<file path="config.mk">
export PLATFORM = sky130hd
export DESIGN_NAME = axis_stim_sched
export DESIGN_NICKNAME = d
export VERILOG_FILES = /design/src/rtl/axis_stim_pkg.sv /design/src/rtl/axis_stim_sched_cnt_dn.sv /design/src/rtl/axis_stim_sched.sv
export SDC_FILE = /design/constraint.sdc
export NUM_CORES = 1
export LEC_CHECK = 0
export BUFFER_PORTS_ARGS = -buffer_cell sky130_fd_sc_hd__buf_2
export CORE_MARGIN = 2
export CORE_UTILIZATION = 57
export DETAILED_ROUTE_END_ITERATION = 12
export PLACE_DENSITY_LB_ADDON = 0.3
export SKIP_CTS_REPAIR_TIMING = 1
export SLEW_MARGIN = 40
export SYNTH_ARGS = -nofsm -noshare
export SYNTH_HDL_FRONTEND = slang
export SYNTH_SLANG_ARGS = --single-unit
</file>
<file path="constraint.sdc">
create_clock -name clk -period 4.82 [get_ports clk]
set_input_delay 0.482 -clock clk [delete_from_list [all_inputs] [get_ports clk]]
set_output_delay 0.482 -clock clk [all_outputs]
set_load 0.05 [all_outputs]
</file>
<file path="src/rtl/axis_stim_pkg.sv">
// Shared types and default widths for the axis_stim burst scheduler.
package axis_stim_pkg;

  localparam int CNT_W_DEF = 16;
  localparam int GAP_W_DEF = 16;

  typedef enum logic [2:0] {
    IDLE = 3'd0,
    CLR  = 3'd1,
    RUN  = 3'd2,
    GAP  = 3'd3,
    DONE = 3'd4
  } sched_state_t;

endpackage

</file>
<file path="src/rtl/axis_stim_sched_cnt_dn.sv">
// Loadable saturating down-counter with a zero flag; load takes priority over decrement.
module cnt_dn #(
  parameter int W = 16
) (
  input  logic         clk,
  input  logic         rstn,
  input  logic         load,
  input  logic         en,
  input  logic [W-1:0] load_val,
  output logic         zero
);

  logic [W-1:0] cnt_q, cnt_d;

  always_comb begin
    cnt_d = cnt_q;
    if (load) begin
      cnt_d = load_val;
    end else if (en && (cnt_q != '0)) begin
      cnt_d = cnt_q - W'(1);
    end
  end

  always_ff @(posedge clk) begin
    if (!rstn) begin
      cnt_q <= '0;
    end else begin
      cnt_q <= cnt_d;
    end
  end

  assign zero = (cnt_q == '0);

endmodule

</file>
<file path="src/rtl/axis_stim_sched.sv">
// Burst scheduler driving axis_stim_syn en/clr/cycle/cont; packets counted on tlast handshakes.
// Optional RUN-state watchdog enabled by defining AXIS_STIM_SCHED_WDOG_EN.
module axis_stim_sched
  import axis_stim_pkg::*;
#(
  parameter int CNT_W = CNT_W_DEF,
  parameter int GAP_W = GAP_W_DEF
`ifdef AXIS_STIM_SCHED_WDOG_EN
  , parameter int WDOG_CYCLES = 1024
`endif
) (
  input  logic             clk,
  input  logic             rstn,
  input  logic             start,
  input  logic             abort,
  input  logic [CNT_W-1:0] cfg_pkts,
  input  logic [CNT_W-1:0] cfg_bursts,
  input  logic [GAP_W-1:0] cfg_gap,
  input  logic             cfg_cycle,
  input  logic             cfg_cont,
  input  logic             mon_tvalid,
  input  logic             mon_tready,
  input  logic             mon_tlast,
  output logic             stim_en,
  output logic             stim_clr,
  output logic             stim_cycle,
  output logic             stim_cont,
  output logic             busy,
  output logic             done,
  output logic             aborted,
  output logic [CNT_W-1:0] pkt_cnt,
  output logic [CNT_W-1:0] burst_cnt,
  output logic             wdog_err
);

  sched_state_t     state_q, state_d;
  logic [CNT_W-1:0] pkt_cnt_q, pkt_cnt_d;
  logic [CNT_W-1:0] burst_cnt_q, burst_cnt_d;
  logic [CNT_W-1:0] cfg_pkts_q, cfg_pkts_d;
  logic [CNT_W-1:0] cfg_bursts_q, cfg_bursts_d;
  logic [GAP_W-1:0] cfg_gap_q, cfg_gap_d;
  logic             cfg_cycle_q, cfg_cycle_d;
  logic             cfg_cont_q, cfg_cont_d;
  logic             aborted_q, aborted_d;
  logic             pkt_hs, start_acc, gap_load, gap_zero, wdog_trip;

  assign pkt_hs    = mon_tvalid & mon_tready & mon_tlast;
  assign start_acc = (state_q == IDLE) && start && !abort;

  always_comb begin
    state_d      = state_q;
    pkt_cnt_d    = pkt_cnt_q;
    burst_cnt_d  = burst_cnt_q;
    cfg_pkts_d   = cfg_pkts_q;
    cfg_bursts_d = cfg_bursts_q;
    cfg_gap_d    = cfg_gap_q;
    cfg_cycle_d  = cfg_cycle_q;
    cfg_cont_d   = cfg_cont_q;
    aborted_d    = 1'b0;
    case (state_q)
      IDLE: begin
        if (start_acc) begin
          cfg_pkts_d   = cfg_pkts;
          cfg_bursts_d = cfg_bursts;
          cfg_gap_d    = cfg_gap;
          cfg_cycle_d  = cfg_cycle;
          cfg_cont_d   = cfg_cont;
          pkt_cnt_d    = '0;
          burst_cnt_d  = '0;
          state_d      = CLR;
        end
      end
      CLR: begin
        pkt_cnt_d = '0;
        state_d   = (cfg_pkts_q == '0) ? DONE : RUN;
      end
      RUN: begin
        if (pkt_hs) begin
          pkt_cnt_d = pkt_cnt_q + CNT_W'(1);
          if (pkt_cnt_q == cfg_pkts_q - CNT_W'(1)) begin
            burst_cnt_d = burst_cnt_q + CNT_W'(1);
            // a zero burst count never matches, so the schedule runs until abort
            if ((cfg_bursts_q != '0) && (burst_cnt_d == cfg_bursts_q)) begin
              state_d = DONE;
            end else if (cfg_gap_q == '0) begin
              state_d = CLR;
            end else begin
              state_d = GAP;
            end
          end
        end else if (wdog_trip) begin
          state_d = IDLE;
        end
      end
      GAP: begin
        if (gap_zero) begin
          state_d = CLR;
        end
      end
      DONE: begin
        state_d = IDLE;
      end
      default: begin
        state_d = IDLE;
      end
    endcase
    if (abort && (state_q != IDLE)) begin
      state_d   = IDLE;
      aborted_d = 1'b1;
    end
  end

  always_ff @(posedge clk) begin
    if (!rstn) begin
      state_q      <= IDLE;
      pkt_cnt_q    <= '0;
      burst_cnt_q  <= '0;
      cfg_pkts_q   <= '0;
      cfg_bursts_q <= '0;
      cfg_gap_q    <= '0;
      cfg_cycle_q  <= 1'b0;
      cfg_cont_q   <= 1'b0;
      aborted_q    <= 1'b0;
    end else begin
      state_q      <= state_d;
      pkt_cnt_q    <= pkt_cnt_d;
      burst_cnt_q  <= burst_cnt_d;
      cfg_pkts_q   <= cfg_pkts_d;
      cfg_bursts_q <= cfg_bursts_d;
      cfg_gap_q    <= cfg_gap_d;
      cfg_cycle_q  <= cfg_cycle_d;
      cfg_cont_q   <= cfg_cont_d;
      aborted_q    <= aborted_d;
    end
  end

  // loaded with gap-1 so GAP lasts exactly cfg_gap cycles (GAP is only entered with cfg_gap != 0)
  assign gap_load = (state_q == RUN) && (state_d == GAP);

  cnt_dn #(.W(GAP_W)) u_gap (
    .clk      (clk),
    .rstn     (rstn),
    .load     (gap_load),
    .en       (state_q == GAP),
    .load_val (cfg_gap_q - GAP_W'(1)),
    .zero     (gap_zero)
  );

`ifdef AXIS_STIM_SCHED_WDOG_EN
  localparam int WD_W = $clog2(WDOG_CYCLES) + 1;
  logic beat, wd_zero, wdog_err_q;

  assign beat = mon_tvalid & mon_tready;

  // held at WDOG_CYCLES-1 outside RUN and on every beat; trips on the WDOG_CYCLES-th idle RUN cycle
  cnt_dn #(.W(WD_W)) u_wdog (
    .clk      (clk),
    .rstn     (rstn),
    .load     ((state_q != RUN) || beat),
    .en       (state_q == RUN),
    .load_val (WD_W'(WDOG_CYCLES - 1)),
    .zero     (wd_zero)
  );

  assign wdog_trip = (state_q == RUN) && wd_zero && !beat;

  always_ff @(posedge clk) begin
    if (!rstn) begin
      wdog_err_q <= 1'b0;
    end else if (start_acc) begin
      wdog_err_q <= 1'b0;
    end else if (wdog_trip && !abort) begin
      wdog_err_q <= 1'b1;
    end
  end

  assign wdog_err = wdog_err_q;
`else
  assign wdog_trip = 1'b0;
  assign wdog_err  = 1'b0;
`endif

  assign busy       = (state_q != IDLE);
  assign stim_clr   = (state_q == CLR);
  assign stim_en    = (state_q == RUN);
  assign done       = (state_q == DONE);
  assign stim_cycle = busy & cfg_cycle_q;
  assign stim_cont  = busy & cfg_cont_q;
  assign aborted    = aborted_q;
  assign pkt_cnt    = pkt_cnt_q;
  assign burst_cnt  = burst_cnt_q;

endmodule
</file>
-- After elaboration in Yosys (flattened, before gate mapping)
Cells that the tools add are included.
- output and inout bits: 40
- bits of input ports: 57
- word-level logic and storage cells: 67
- register bits after elaboration: 102
- eq/ne operators: 10
- mux-type cells: 18
- $add $sub $neg: 5
- reductions and logical operators: 20
- bitwise logic cells: 4
- operators by type and width (kind ; number):
    two-way mux 16 bit ; 6
    zero test 16 bit ; 3
    one-hot mux 16 bit (3 select lines) ; 1
    subtractor 16 x 1 -> 16 bit (second input constant) ; 3
    adder 16 x 1 -> 16 bit (second input constant) ; 2
    == test 16 bit ; 2
    one-hot mux 16 bit (2 select lines) ; 1
    nonzero test 16 bit ; 2
    two-way mux 3 bit ; 7
    one-hot mux 3 bit (4 select lines) ; 1
    == test 3 x 2 -> 1 bit (second input constant) ; 3
    logical AND 1 bit ; 6
    nonzero test 3 bit ; 2
    AND 1 bit ; 4
    != test 2 x 1 -> 1 bit (second input constant) ; 2
    AND reduction 4 bit ; 1
    nonzero test 2 bit ; 2
    == test 3 x 1 -> 1 bit (second input constant) ; 1
    == test 3 bit (second input constant) ; 1
    zero test 3 bit ; 1
    AND reduction 3 bit ; 1
    two-way mux 2 bit ; 1
    != test 2 bit (second input constant) ; 1
    AND reduction 2 bit ; 1
    other kinds (2) ; 2

-- Longest topological paths before layout
- depth in word-level cells: 11
- mapped depth: 18
- gate-level depth less buffers: 17

-- Modules after synthesis
Synthesis repeated with hierarchy kept, for this count alone.
- cells, all modules: 784
- area total of the unflattened synthesis: 6054.6 um2
- modules (own cells, without submodules) (module ; area an instance (um2) ; cells each ; seq. area each (um2) ; times used):
    axis_stim_sched ; 5077.4 ; 661 ; 1721.7 ; 1
    cnt_dn ; 977.2 ; 123 ; 320.3 ; 1

-- Worst setup path after synthesis
OpenSTA, ideal clock, no wires.
- kind: flip-flop to flip-flop
- start point: reg burst_cnt_q[5] (netlist: burst_cnt[5])
- end point: reg u_gap.cnt_q[12]
- path buffers: 2
- path slack: 0.461 ns
- setup time: 0.122 ns
- stages on the path, launching flop included: 17
- period minus slack after synthesis: 4.359 ns
- required time: 4.698 ns
- arrival time: 4.237 ns
- path through: dfxtp_1 -> clkbuf_1 -> nand4_1 -> nor3_1 -> a41oi_1 -> nor3_1 -> nand4_1 -> o311ai_4 -> buf_8 -> mux2i_1 -> ha_1 -> o311ai_4 -> nor4_1 -> or4bb_1 -> xor2_1 -> o21ai_0 -> o311a_1
- cells in the longest elaborated chain, start to end: 11
- elaborated cells on any way between the ends: 12
- those cells by class: add/sub: 1; eq/ne: 2; mux: 6; reduce/logical: 3
- ends and longest elaborated chain (what ; RTL line ; RTL):
    start: declaration ; axis_stim_sched.sv:38 ; logic [CNT_W-1:0] burst_cnt_q, burst_cnt_d;
    start signal: assignment ; axis_stim_sched.sv:127 ; burst_cnt_q <= burst_cnt_d;
    adder 16 x 1 -> 16 bit (*) ; axis_stim_sched.sv:81 ; burst_cnt_d = burst_cnt_q + CNT_W'(1);
    == test 16 bit (*) ; axis_stim_sched.sv:83 ; if ((cfg_bursts_q != '0) && (burst_cnt_d == cfg_bursts_q)) begin
    logical AND 1 bit (*) ; axis_stim_sched.sv:83 ;
    two-way mux 3 bit (*) ; axis_stim_sched.sv:83 ;
    two-way mux 3 bit (*) ; axis_stim_sched.sv:80 ; if (pkt_cnt_q == cfg_pkts_q - CNT_W'(1)) begin
    two-way mux 3 bit (*) ; axis_stim_sched.sv:78 ; if (pkt_hs) begin
    one-hot mux 3 bit (4 select lines) (*) ; axis_stim_sched.sv:60 ; case (state_q)
    two-way mux 3 bit (*) ; axis_stim_sched.sv:107 ; if (abort && (state_q != IDLE)) begin
    == test 3 x 2 -> 1 bit (*) ; axis_stim_sched.sv:138 ; assign gap_load = (state_q == RUN) && (state_d == GAP);
    logical AND 1 bit (*) ; axis_stim_sched.sv:138 ;
    two-way mux 16 bit or nonzero test 2 bit (tied branches) ; - ;
    end signal: assignment ; axis_stim_sched_cnt_dn.sv:28 ; cnt_q <= cnt_d;
    end: declaration ; axis_stim_sched_cnt_dn.sv:13 ; logic [W-1:0] cnt_q, cnt_d;
Every way passes the cells marked *; elsewhere a longest branch is shown, timed or not.
A chain may end at the register's enable or synchronous reset.

-- Final worst setup path
- start point: reg cfg_pkts_q[0]
- end point: reg u_gap.cnt_q[12]
- cells in the longest elaborated chain, start to end: 9
- elaborated cells on any way between the ends: 12
- those cells by class: add/sub: 1; eq/ne: 2; mux: 6; reduce/logical: 3
- ends and longest elaborated chain (what ; RTL line ; RTL):
    start: declaration ; axis_stim_sched.sv:39 ; logic [CNT_W-1:0] cfg_pkts_q, cfg_pkts_d;
    start signal: assignment ; axis_stim_sched.sv:128 ; cfg_pkts_q <= cfg_pkts_d;
    subtractor 16 x 1 -> 16 bit ; axis_stim_sched.sv:80 ;
    == test 16 bit ; axis_stim_sched.sv:80 ;
    two-way mux 3 bit ; axis_stim_sched.sv:80 ;
    two-way mux 3 bit ; axis_stim_sched.sv:78 ;
    one-hot mux 3 bit (4 select lines) (*) ; axis_stim_sched.sv:60 ;
    two-way mux 3 bit (*) ; axis_stim_sched.sv:107 ;
    == test 3 x 2 -> 1 bit (*) ; axis_stim_sched.sv:138 ;
    logical AND 1 bit (*) ; axis_stim_sched.sv:138 ;
    two-way mux 16 bit or nonzero test 2 bit (tied branches) ; - ;
Marks and branches as above.

==> impl_metrics.toml <==
[cells_and_area]
nNetsFinal = 859
final_layout_size_suffix_gt1_share_pct = 17.8
final_cells = 938
nFillCells = 944
multi_input_area_um2 = 3650
antenna_cells = 0
syn2layout_area_growth_pct = 12.6
ff_latch_area_um2 = 2040

[grt]
grt_pass1_wl_mm = 25.0
grt_max_degree = 73
grtUsageTotal_pct = 27.8
grt-ovfl-total = 0
grt_pass1_vias = 5124
antenna_found_initial = 0

[synthesis]
synthTopCellsByArea = "dfxtp_1 35%, nand2_1 8.2%, a21boi_0 6.6%"
async_flop_share_pct = 0
synth_cell_types = 72
synth_warnings = 0
ys_ff_latch = 102
synthMostInstantiatedCell = "nand2_1"
synth_seq_area_share_pct = 34.5
syn_inst = 732
synth_nets = 793
ys.flop_type = "dfxtp_1"
yosysTopAreaCell = "dfxtp_1"
synth_edf_count = 0
syn_avg_cell_area_um2 = 8.08
synth_top_area_share_pct = 34.5
netlist_area_um2 = 5920
ys_top_cells_by_count = "129 x nand2_1, 102 x dfxtp_1, 52 x a21boi_0"

[worst_setup_path]
critPathArrivalTime_ns = 4.83
r2r_start = "cfg_pkts_q[0]$_SDFFE_PN0P_"
critical_path_required_ns = 5.09
cp-startpoint = "cfg_pkts_q[0]$_SDFFE_PN0P_"
cp-start-kind = "register"
end_kind = "register"
critPathKind = "register to register"
cp_max_fo = 12

[sta]
rsz0062_at_grt = "no"
slew-limit-headroom_pct = 51.7
min_period_ns = 4.56
tightest_slew_ns = 0.722
setup_slack_ns = 0.261
drv_slew = 0
finClkSkew_ns = 0.0135
fin_crit_sh_pct = 94.6
fin_setup_tns_ns = 0
fmax_mhz = 219
setup_viol = 0
hold_viol = 0

[floorplanning]
rows = 37
initial_utilization_pct = 58.1
ioPinCount = 97
die_w_um = 106
dieArea_um2 = 11200
core_area_um2 = 10200
die_h_um = 106

[routing]
first_pass_iters = 5
dr_total_vias = 5488
routed_via_density = 5.85
drcViolationCount = 0
wl_per_cell_um = 16.1
ant_nets = 0
wl_mm = 15.1
drtIter0Drc = 388

[placed_design]
gp_congestion = 0.930
post-place-cells = 923
dpl_worst_slack_ns = 0.196
io_buffers = 95
hpwl_mm = 11.0

[clock_tree]
cts_tree = "yes"
cts_root_buffer = "clkbuf_8"
cts_max_path_buffers = 2
clock_sinks = 102
insertion_delay_ns = 0.39
htree_levels = 3
clkTransAtPathRegs_ns = 0.09
cts_buffers = 9

[power]
p_leak_nw = 2.71
vdd.ir_drop.worst_v = 0.000179
pwr_density_cell_nw_per_um2 = 269

[min_path]
hold_class = "input pin to register"
min-delay-start = "cfg_pkts[6]"

[status]
status = "complete, no violations"

[run]
maxCapViolCount = 0
[cells by family after synthesis]
group	Yosys count	share of synthesized area [%]
AOI/OAI and AO/OA	169	20.9
xor gates and xnor gates	77	11.4
adders and majority gates	4	0.846
buffers and inverters	57	4.15
DFF	102	34.5
muxes	11	1.88
other	1	0.0634
and+or+nand+nor	311	26.2
[layout make-up]
type,count,share of cell area (%)
well taps,136,2.55
flip-flops and latches,102,30.7
clock buffers,12,2.48
multi-input cells,573,54.8
repair buffers,101,8.23
clock inverters,3,0.639
inverters,11,0.620
[placed cells by master (no fill, tap or decap), types with 11 or more instances in the layout]
| cell | netlist | routed |
|---|---|---|
| o21ai_0 | 33 | 33 |
| dfxtp_1 | 102 | 102 |
| a21boi_0 | 52 | 52 |
| nor4_1 | 16 | 14 |
| nor3_1 | 16 | 16 |
| a21oi_1 | 16 | 16 |
| buf_2 | 1 | 95 |
| nand3_1 | 15 | 15 |
| inv_1 | 11 | 11 |
| nand4_1 | 16 | 16 |
| xnor2_1 | 43 | 43 |
| xor2_1 | 34 | 34 |
| and3_1 | 11 | 11 |
| clkbuf_8 | 0 | 12 |
| o31ai_1 | 14 | 14 |
| nand2_1 | 129 | 129 |
| nor2_1 | 42 | 41 |
[per-layer routing]
layer	GRT usage, %	part of all wire, %	vias to the layer above
li1	-	-	2719
met2	45.7	47	163
met5	0	0	-
met3	4.51	5.8	28
met4	11.3	2.1	0
met1	36.5	45	2578
[report_power, final]
part	switching, mW	internal (mW)	leakage (nW)	total (mW)
Sequential	0.0356	0.868	0.827	0.904
Combinational	0.182	0.131	1.78	0.313
Clock	0.297	0.279	0.104	0.576
[per-stage QoR]
stage / cell area (um2) / util [%] / power, mW / hold slack, ns
floorplan: 5920 / - / 1.14 / 0.439
global placement: 6390 / 62.8 / 1.22 / 0.447
detailed placement: 6440 / 63.2 / 1.23 / 0.454
CTS: 6650 / 65.3 / 1.80 / 0.324
global route: 6660 / 65.4 / 1.87 / 0.338
finish: 6660 / 65.4 / 1.79 / 0.335
[state kept, by name, indices dropped and copies added (netlist names)]
signal,flops
cfg_cycle_q,1
cfg_bursts_q,16
u_gap.cnt_q,16
burst_cnt,16
cfg_cont_q,1
aborted,1
cfg_gap_q,16
state_q,3
pkt_cnt,16
cfg_pkts_q,16
[worst max-delay path: stages (launching register included)]
cell and delay, ns:
dfxtp_1 0.37, inv_1 0.08, ha_1 0.23, or3b_2 0.51, or4_4 0.54, or3_1 0.39
a211oi_2 0.25, nor3b_2 0.11, o311ai_4 0.21, mux2i_1 0.26, ha_1 0.27, o311ai_4 0.18
nor4_2 0.24, or4bb_1 0.45, xor2_1 0.14, o21ai_0 0.09, o311a_1 0.13
[worst paths after layout]
path / slack, ns / cells after the start / to
max reg2reg: 0.26 / 16 / u_gap.cnt_q[12]$_SDFFE_PN0P_
min reg2reg: 0.46 / 2 / cfg_cycle_q$_SDFFE_PN0P_
max: 0.26 / 16 / u_gap.cnt_q[12]$_SDFFE_PN0P_
min: 0.34 / 3 / cfg_pkts_q[6]$_SDFFE_PN0P_
No activity file was read; power rests on OpenSTA's default activity.
